$ cat config.mk
export PLATFORM = sky130hd
export DESIGN_NAME = wb_queue_flat
export DESIGN_NICKNAME = d
export VERILOG_FILES = /design/src/rtl/wb_queue_if.sv /design/src/rtl/wb_queue.sv /design/src/flat_wrapper.sv
export SDC_FILE = /design/constraint.sdc
export NUM_CORES = 1
export LEC_CHECK = 0
export CELL_PAD_IN_SITES_DETAIL_PLACEMENT = 1
export CELL_PAD_IN_SITES_GLOBAL_PLACEMENT = 2
export CORE_MARGIN = 1
export CORE_UTILIZATION = 37
export CTS_BUF_LIST = sky130_fd_sc_hd__clkbuf_2 sky130_fd_sc_hd__clkbuf_4 sky130_fd_sc_hd__clkbuf_8
export CTS_CLUSTER_DIAMETER = 40
export CTS_CLUSTER_SIZE = 16
export DETAILED_ROUTE_END_ITERATION = 8
export PLACE_DENSITY = 0.95
export RECOVER_POWER = 25
export SKIP_LAST_GASP = 1
export SYNTH_ARGS = -nofsm -noshare
export SYNTH_HDL_FRONTEND = slang
export SYNTH_SLANG_ARGS = --single-unit
export TNS_END_PERCENT = 20
$ cat constraint.sdc
create_clock -name clk -period 8.9 [get_ports clk]
set_input_delay 2.67 -clock clk [delete_from_list [all_inputs] [get_ports clk]]
set_output_delay 2.67 -clock clk [all_outputs]
set_load 0.03 [all_outputs]
$ cat src/rtl/wb_queue_if.sv
// Write-back queue bus: two result sources, register-file write port,
// forwarding lookup and occupancy status. The slave modport is the queue.
interface wb_queue_if #(
   parameter int unsigned DEPTH = 4
);
   // load-result source
   logic                    memValid;
   logic                    memReady;
   logic [4:0]              memReg;
   logic [31:0]             memData;
   // ALU-result source
   logic                    aluValid;
   logic                    aluReady;
   logic [4:0]              aluReg;
   logic [31:0]             aluData;
   // register-file write port
   logic                    regWrite;
   logic [4:0]              writeReg;
   logic [31:0]             writeData;
   // forwarding lookup
   logic [4:0]              readReg1;
   logic [4:0]              readReg2;
   logic                    fwdHit1;
   logic [31:0]             fwdData1;
   logic                    fwdHit2;
   logic [31:0]             fwdData2;
   // occupancy
   logic [$clog2(DEPTH):0]  count;
   logic                    full;
   logic                    empty;

   modport slave (
      input  memValid, memReg, memData, aluValid, aluReg, aluData, readReg1, readReg2,
      output memReady, aluReady, regWrite, writeReg, writeData,
      output fwdHit1, fwdData1, fwdHit2, fwdData2, count, full, empty
   );

   modport master (
      output memValid, memReg, memData, aluValid, aluReg, aluData, readReg1, readReg2,
      input  memReady, aluReady, regWrite, writeReg, writeData,
      input  fwdHit1, fwdData1, fwdHit2, fwdData2, count, full, empty
   );
endinterface

$ cat src/rtl/wb_queue.sv
// Write-back queue: circular FIFO of {reg, data} results from the load and
// ALU paths, drained one entry per cycle into the register file.
// Optional forwarding lookup enabled by defining WB_QUEUE_FWD_EN.
module wb_queue #(
   parameter int unsigned DEPTH = 4
) (
   input logic       clk,
   input logic       rst,
   wb_queue_if.slave bus
);
   localparam int unsigned AW = $clog2(DEPTH);
   localparam int unsigned CW = AW + 1;

   logic [AW-1:0] head_q;
   logic [AW-1:0] tail_q;
   logic [CW-1:0] count_q;
   logic [4:0]    reg_q  [DEPTH];
   logic [31:0]   data_q [DEPTH];

   logic        full;
   logic        empty;
   logic        mem_fire;
   logic        alu_fire;
   logic        push;
   logic        pop;
   logic [4:0]  push_reg;
   logic [31:0] push_data;

   // Ready depends only on registered full, so a pop cycle never frees a slot early
   always_comb begin
      full      = (count_q == CW'(DEPTH));
      empty     = (count_q == '0);
      mem_fire  = bus.memValid && !full;
      alu_fire  = bus.aluValid && !full && !bus.memValid;
      push_reg  = bus.memValid ? bus.memReg : bus.aluReg;
      push_data = bus.memValid ? bus.memData : bus.aluData;
      // r0 results complete the handshake but are dropped
      push      = (mem_fire || alu_fire) && (push_reg != 5'd0);
      pop       = !empty;
   end

   // Status, handshake and write-port outputs
   always_comb begin
      bus.full      = full;
      bus.empty     = empty;
      bus.count     = count_q;
      bus.memReady  = !full;
      bus.aluReady  = !full && !bus.memValid;
      bus.regWrite  = !empty;
      bus.writeReg  = empty ? 5'd0 : reg_q[head_q];
      bus.writeData = empty ? 32'd0 : data_q[head_q];
   end

   // Pointers and occupancy; pointers wrap naturally since DEPTH is a power of two
   always_ff @(posedge clk) begin
      if (rst) begin
         head_q  <= '0;
         tail_q  <= '0;
         count_q <= '0;
      end else begin
         if (push) tail_q <= tail_q + 1'b1;
         if (pop)  head_q <= head_q + 1'b1;
         unique case ({push, pop})
            2'b10:   count_q <= count_q + 1'b1;
            2'b01:   count_q <= count_q - 1'b1;
            default: count_q <= count_q;
         endcase
      end
   end

   // Entry storage; contents beyond count are never observed, so no reset
   always_ff @(posedge clk) begin
      if (!rst && push) begin
         reg_q[tail_q]  <= push_reg;
         data_q[tail_q] <= push_data;
      end
   end

`ifdef WB_QUEUE_FWD_EN
   // Scan oldest to youngest so the youngest match wins
   always_comb begin
      logic [AW-1:0] idx;
      bus.fwdHit1  = 1'b0;
      bus.fwdData1 = 32'd0;
      bus.fwdHit2  = 1'b0;
      bus.fwdData2 = 32'd0;
      idx          = '0;
      for (int unsigned i = 0; i < DEPTH; i++) begin
         idx = head_q + AW'(i);
         if (CW'(i) < count_q) begin
            if (bus.readReg1 != 5'd0 && reg_q[idx] == bus.readReg1) begin
               bus.fwdHit1  = 1'b1;
               bus.fwdData1 = data_q[idx];
            end
            if (bus.readReg2 != 5'd0 && reg_q[idx] == bus.readReg2) begin
               bus.fwdHit2  = 1'b1;
               bus.fwdData2 = data_q[idx];
            end
         end
      end
   end
`else
   logic unused_fwd;

   // Forwarding disabled: outputs tied off, lookup addresses ignored
   always_comb begin
      unused_fwd   = ^{bus.readReg1, bus.readReg2};
      bus.fwdHit1  = 1'b0;
      bus.fwdData1 = 32'd0;
      bus.fwdHit2  = 1'b0;
      bus.fwdData2 = 32'd0;
   end
`endif
endmodule

$ cat src/flat_wrapper.sv
// flat-port wrapper written by rule: the top's interface ports become plain ports
module wb_queue_flat 
#(
   parameter int unsigned DEPTH = 4
)
  (clk, rst, bus_memValid, bus_memReg, bus_memData, bus_aluValid, bus_aluReg, bus_aluData, bus_readReg1, bus_readReg2, bus_memReady, bus_aluReady, bus_regWrite, bus_writeReg, bus_writeData, bus_fwdHit1, bus_fwdData1, bus_fwdHit2, bus_fwdData2, bus_count, bus_full, bus_empty);
  wb_queue_if #(.DEPTH(DEPTH)) bus_i ();
  input logic clk;
  input logic rst;
  input wire logic [$bits(bus_i.memValid)-1:0] bus_memValid;
  input wire logic [$bits(bus_i.memReg)-1:0] bus_memReg;
  input wire logic [$bits(bus_i.memData)-1:0] bus_memData;
  input wire logic [$bits(bus_i.aluValid)-1:0] bus_aluValid;
  input wire logic [$bits(bus_i.aluReg)-1:0] bus_aluReg;
  input wire logic [$bits(bus_i.aluData)-1:0] bus_aluData;
  input wire logic [$bits(bus_i.readReg1)-1:0] bus_readReg1;
  input wire logic [$bits(bus_i.readReg2)-1:0] bus_readReg2;
  output wire logic [$bits(bus_i.memReady)-1:0] bus_memReady;
  output wire logic [$bits(bus_i.aluReady)-1:0] bus_aluReady;
  output wire logic [$bits(bus_i.regWrite)-1:0] bus_regWrite;
  output wire logic [$bits(bus_i.writeReg)-1:0] bus_writeReg;
  output wire logic [$bits(bus_i.writeData)-1:0] bus_writeData;
  output wire logic [$bits(bus_i.fwdHit1)-1:0] bus_fwdHit1;
  output wire logic [$bits(bus_i.fwdData1)-1:0] bus_fwdData1;
  output wire logic [$bits(bus_i.fwdHit2)-1:0] bus_fwdHit2;
  output wire logic [$bits(bus_i.fwdData2)-1:0] bus_fwdData2;
  output wire logic [$bits(bus_i.count)-1:0] bus_count;
  output wire logic [$bits(bus_i.full)-1:0] bus_full;
  output wire logic [$bits(bus_i.empty)-1:0] bus_empty;
  assign bus_i.memValid = bus_memValid;
  assign bus_i.memReg = bus_memReg;
  assign bus_i.memData = bus_memData;
  assign bus_i.aluValid = bus_aluValid;
  assign bus_i.aluReg = bus_aluReg;
  assign bus_i.aluData = bus_aluData;
  assign bus_i.readReg1 = bus_readReg1;
  assign bus_i.readReg2 = bus_readReg2;
  assign bus_memReady = bus_i.memReady;
  assign bus_aluReady = bus_i.aluReady;
  assign bus_regWrite = bus_i.regWrite;
  assign bus_writeReg = bus_i.writeReg;
  assign bus_writeData = bus_i.writeData;
  assign bus_fwdHit1 = bus_i.fwdHit1;
  assign bus_fwdData1 = bus_i.fwdData1;
  assign bus_fwdHit2 = bus_i.fwdHit2;
  assign bus_fwdData2 = bus_i.fwdData2;
  assign bus_count = bus_i.count;
  assign bus_full = bus_i.full;
  assign bus_empty = bus_i.empty;
  wb_queue #(.DEPTH(DEPTH)) u_core (.clk(clk), .rst(rst), .bus(bus_i));
endmodule
# Word level (Yosys, flattened, before mapping)
# Memories as Yosys holds them, arrays and structs flattened. A register that Yosys moved wholly into a read port is not among the register bits.
# Cells that the tools add are included.
totals:
  ff_bits: 7
  latch_bits: 0
  ramBits: 148
  romBits: 0
  output_inout_bits: 111
  memories: 2
mem_list:
  columns: ["memory", "depth", "word_bits", "read_ports", "rd_clocked_by_memory_dff", "wr", "line", "text"]
  rows:
  - ["u_core.data_q", 4, 32, 1, 1, 1, "wb_queue.sv:18", "logic [31:0] data_q [DEPTH];"]
  - ["u_core.reg_q", 4, 5, 1, 1, 1, "wb_queue.sv:17", "logic [4:0] reg_q [DEPTH];"]
classes:
  add_sub_neg: 4
  mul: 0
  n_div: 0
  n_lt_le_gt_ge: 0
  n_eq_ne: 3
  shifts: 0
  muxes: 11
  bitwise_logic: 0
  n_reduce_logical: 14
ops:
  columns: ["op", "n"]
  rows:
  - ["2-to-1 mux 32 bit", 2]
  - ["2-to-1 mux 5 bit", 2]
  - ["2-to-1 mux 2 bit", 4]
  - ["logical AND 1 bit", 6]
  - ["one-hot mux 3 bit (2 select lines)", 1]
  - ["nonzero test 5 bit", 1]
  - ["adder 2 x 1 -> 2 bit, second input constant", 2]
  - ["zero test 1 bit", 4]
  - ["adder 3 x 1 -> 3 bit, second input constant", 1]
  - ["equality test 3 bit, second input constant", 1]
  - ["zero test 3 bit", 1]
  - ["subtractor 3 x 1 -> 3 bit, second input constant", 1]
  - ["equality test 2 x 1 -> 1 bit, second input constant", 1]
  - ["equality test 2 bit, second input constant", 1]
  - ["2-to-1 mux 1 bit", 2]
  - ["nonzero test 2 bit", 1]
  - ["logical OR 1 bit", 1]

# Depth between registers and ports, before layout
depth:
  depth_word: 9
  depth_mapped: 10
  depth_no_buf: 10

# Worst setup path after synthesis
# OpenSTA, ideal clock, no wires.
synth_path:
  path_kind: "input port to flip-flop"
  from: "input port bus_memReg[0]"
  to: "memory u_core.data_q[1][0], enable pin"
  setup_time_ns: 0.485
  arrival_time_ns: 5.835
  t_required_ns: 8.415
  slack_ns: 2.580
  stages: 5
  n_path_buf: 0
  cell_sequence: "nor4_1 -> nand3b_1 -> and3_1 -> inv_1 -> nor3b_1"
synth_between:
  elab_chain_len: 6
synth_lines:
  columns: ["item", "line", "text"]
  rows:
  - ["start, declared", "flat_wrapper.sv:11", "input wire logic [$bits(bus_i.memReg)-1:0] bus_memReg;"]
  - ["2-to-1 mux 5 bit", "wb_queue.sv:35", "push_reg = bus.memValid ? bus.memReg : bus.aluReg;"]
  - ["nonzero test 5 bit", "wb_queue.sv:38", "push = (mem_fire || alu_fire) && (push_reg != 5'd0);"]
  - ["logical AND 1 bit", "wb_queue.sv:38", null]
  - ["logical AND 1 bit", "wb_queue.sv:73", "if (!rst && push) begin"]
  - ["2-to-1 mux 1 bit", "wb_queue.sv:73", null]
  - ["2-to-1 mux 1 bit (not written as such)", "wb_queue.sv:75", "data_q[tail_q] <= push_data;"]
  - ["end, declared", "wb_queue.sv:18", null]
# Every way passes these cells.

# Worst setup path in the final report
layout_path:
  from: "input port bus_memValid"
  to: "memory u_core.reg_q[2][3], enable pin"
layout_between:
  elab_chain_len: 7
  elab_cells_between_ends: 10
  classes_between: "mux (3); reduce/logical (7)"
layout_lines:
  columns: ["item", "line", "text"]
  rows:
  - ["start, declared", "flat_wrapper.sv:10", "input wire logic [$bits(bus_i.memValid)-1:0] bus_memValid;"]
  - ["parallel branches: the longest is 3 deep, another holds 2-to-1 mux 5 bit", null, null]
  - ["logical AND 1 bit *", "wb_queue.sv:38", null]
  - ["logical AND 1 bit *", "wb_queue.sv:73", null]
  - ["2-to-1 mux 1 bit *", "wb_queue.sv:73", null]
  - ["2-to-1 mux 1 bit (not written as such) *", "wb_queue.sv:74", "reg_q[tail_q] <= push_reg;"]
  - ["end, declared", "wb_queue.sv:17", null]
# Every way passes the cells marked *.

==> impl_metrics.csv <==
group,metric,value,unit
timing,drv_slew,41,
worst_setup_path,cp-start-kind,"input pin",
routing,wl_met3,682,um
clocking,cts-htree-levels,4,
clocking,cts_max_path_buffers,2,
finish,layoutNonFillerInstCount,779,
power,p_leak,2.96,nW
finish,multi_input_area,0.00208,mm2
routing,wl,14600,um
timing,period_share,73.7,%
synthesis,synth_seq_area_share,65.2,%
timing,min_period,6560,ps
outcome,violations,"max-capacitance violations, max-slew violations",
worst_setup_path,crit_type,"input pin to flop",
synthesis,synth.cell_area,0.00709,mm2
synthesis,yosys_warnings,0,
timing,timing.fmax,153,MHz
timing,fin_skew,18.0,ps
worst_setup_path,critPathSlowestCell,"clkbuf_1",
worst_setup_path,path_max_fanout,40,
clocking,cts-root-buf,"clkbuf_8",
clocking,numCtsBuffers,17,
outcome,status,"finished, violations left",
clocking,insertion_delay,450,ps
placement,port_buffers,122,
timing,rsz0062_at_grt,"false",
global_routing,grt_pass1_wl,22200,um
clocking,cts-resized-gates,0,
synthesis,synth.most_common_cell,"edfxtp_1",
synthesis,synthArstFlopShare,0,%
finish,fill_cells,1847,
worst_setup_path,crit_path_end_kind,"flop",
worst_setup_path,crit_required,9000,ps
finish,drive_gt1_share,16.5,%
routing,vias_per_cell,4.75,
synthesis,synth.distinct_cells,30,
placement,place_inst,747,
finish,utilization,46.3,%
routing,drtAntennaViolNets,0,
routing,drt-met1-wl,5760,um
finish,diodes,0,
floorplanning,initial_core_util,37.8,%
floorplanning,die_w,140,um
synthesis,yosys.area.top_type,"edfxtp_1",
synthesis,synth_area_leaders,"edfxtp_1 (63%), mux4_2 (9.5%), buf_4 (7.0%)",
synthesis,synth_cells,402,
floorplanning,io_pins,199,
timing,setup_violations,0,
timing,hold_viol,0,
synthesis,ys_ff_latch,157,
timing,relSlewSlack,-56.4,%
clocking,ctsHoldBuffers,0,
clocking,cts_setup_buffers,0,
floorplanning,core,0.0188,mm2
clocking,cts_tree,"built",
routing,via_count,3699,
routing,drt_first_pass_iters,4,
placement,gp_congestion,0.673,
routing,routed.top_layer,"met4",
synthesis,synth-edff-count,148,
floorplanning,rows,50,
routing,drt_iter0_drc,174,
global_routing,grtUsageTotal,15.4,%
finish,synthToLayoutAreaGrowth,22.5,%
floorplanning,dieHeight,140,um
finish,nets,626,
worst_setup_path,crit_chain,"clkbuf_1 -> clkbuf_1 -> nor2_1 -> nor2_1 -> and3_1 -> inv_1 -> nor3b_2 -> buf_4",
timing,worst_pin_slew,2350,ps
routing,wl_per_cell,18.7,um
clocking,cts.sinks,157,
run,max_cap_violations,1,
finish,regArea,0.00463,mm2
placement,hpwl,9800,um
global_routing,grt_max_degree,43,
synthesis,synth_top_area_share,62.7,%
worst_hold_path,hold_path_class,"flop to flop",
synthesis,syn_avg_cell_area,17.6,um2
synthesis,synth-main-ff-cell,"edfxtp_1",
routing,met2_length,7870,um
floorplanning,die-area,0.0197,mm2
power,powerDensity,288,mW/mm2
clocking,cts.reportedPaths.clkPinSlew,90,ps
global_routing,grt_pass1_vias,3948,
power,peakVddDrop,0.000129,V
synthesis,synth_common_cells,"edfxtp_1 (148), buf_4 (66), mux2_2 (38), and2_1 (37), mux4_2 (30)",
timing,setup_tns,0,ps
routing,drc,0,
global_routing,overflow,0,
global_routing,antenna_found_initial,0,
worst_setup_path,arrival,6660,ps
worst_setup_path,cpPeakStageDelay,1700,ps
[power by group]
group	internal, mW	switching, mW
clock network	0.213	0.304
logic	0.438	0.562
registers	0.919	0.0639
total	1.57	0.930
[kinds of logic (layout without fill, tap and decap cells)]
family | after synthesis | after routing | share of synthesized area, %
simple gates | 64 | 64 | 5.33
xor+xnor | 4 | 4 | 0.494
buf+inv | 91 | 169 | 9.26
mux | 76 | 76 | 18.3
compound gates | 3 | 3 | 0.212
fa+ha+maj | 6 | 6 | 1.16
other cells | 1 | 66 | 0.0529
flops | 157 | 157 | 65.2
[placed cells by master, fill, tap and decap left out, drive strengths merged, types with 3 or more instances in the layout]
| cell type | netlist | layout |
|---|---|---|
| mux2 | 38 | 38 |
| ha | 5 | 5 |
| xor2 | 3 | 3 |
| mux4 | 37 | 37 |
| clkinv | 0 | 7 |
| nor3b | 5 | 5 |
| nor2 | 12 | 12 |
| conb | 1 | 66 |
| dfxtp | 9 | 9 |
| clkbuf | 5 | 19 |
| buf | 78 | 6 |
| and2 | 37 | 37 |
| edfxtp | 148 | 148 |
| inv | 8 | 15 |
| clkdlybuf4s50 | 0 | 120 |
[per-layer routing]
| layer | global-route usage, % | vias up |
|---|---|---|
| met5 | 0 | - |
| met4 | 5.84 | 0 |
| met3 | 3.32 | 21 |
| met2 | 28.7 | 165 |
| met1 | 17.2 | 1863 |
| li1 | - | 1650 |
[state kept, by name (all words and copies together), names as in the netlist, named ones only]
signal            flops
u_core.head_q         2
u_core.data_q       128
u_core.bus.count      3
u_core.tail_q         2
u_core.reg_q         20
[stage by stage]
| step | cell area (um2) | hold slack, ps | setup WS, ps | total power, mW |
|---|---|---|---|---|
| finish | 8690 | 545 | 2340 | 2.50 |
| global route | 8690 | 588 | 1850 | 2.62 |
| CTS | 8700 | 546 | 2610 | 2.54 |
| detailed placement | 8290 | 532 | 2610 | 2.02 |
| global placement | 8290 | 489 | 2600 | 1.99 |
| floorplan | 7340 | 481 | 2580 | 1.67 |
[critical path: cells and delay by family]
kind,cells,cell delay [ps]
AND/OR/NAND/NOR,4,1340
buffers and inverters,4,2610
[worst paths after layout]
path	startpoint	slack (ps)	end	cells after the start
max	bus_memValid	2340	u_core.reg_q[2][3]	8
min	u_core.bus.count[2]	540	u_core.bus.count[2]	2
max reg2reg	u_core.bus.count[0]	6080	u_core.reg_q[2][3]	6
min reg2reg	u_core.bus.count[2]	540	u_core.bus.count[2]	2
[final cells by class]
class | instances | area share, %
Clock buffer | 17 | 2.69
Clock inverter | 15 | 1.94
Inverter | 8 | 0.345
Multi-Input combinational cell | 219 | 23.9
Sequential cell | 157 | 53.2
Tap cell | 234 | 3.37
Timing Repair Buffer | 129 | 14.5
Power figures use the tool's default switching activity.
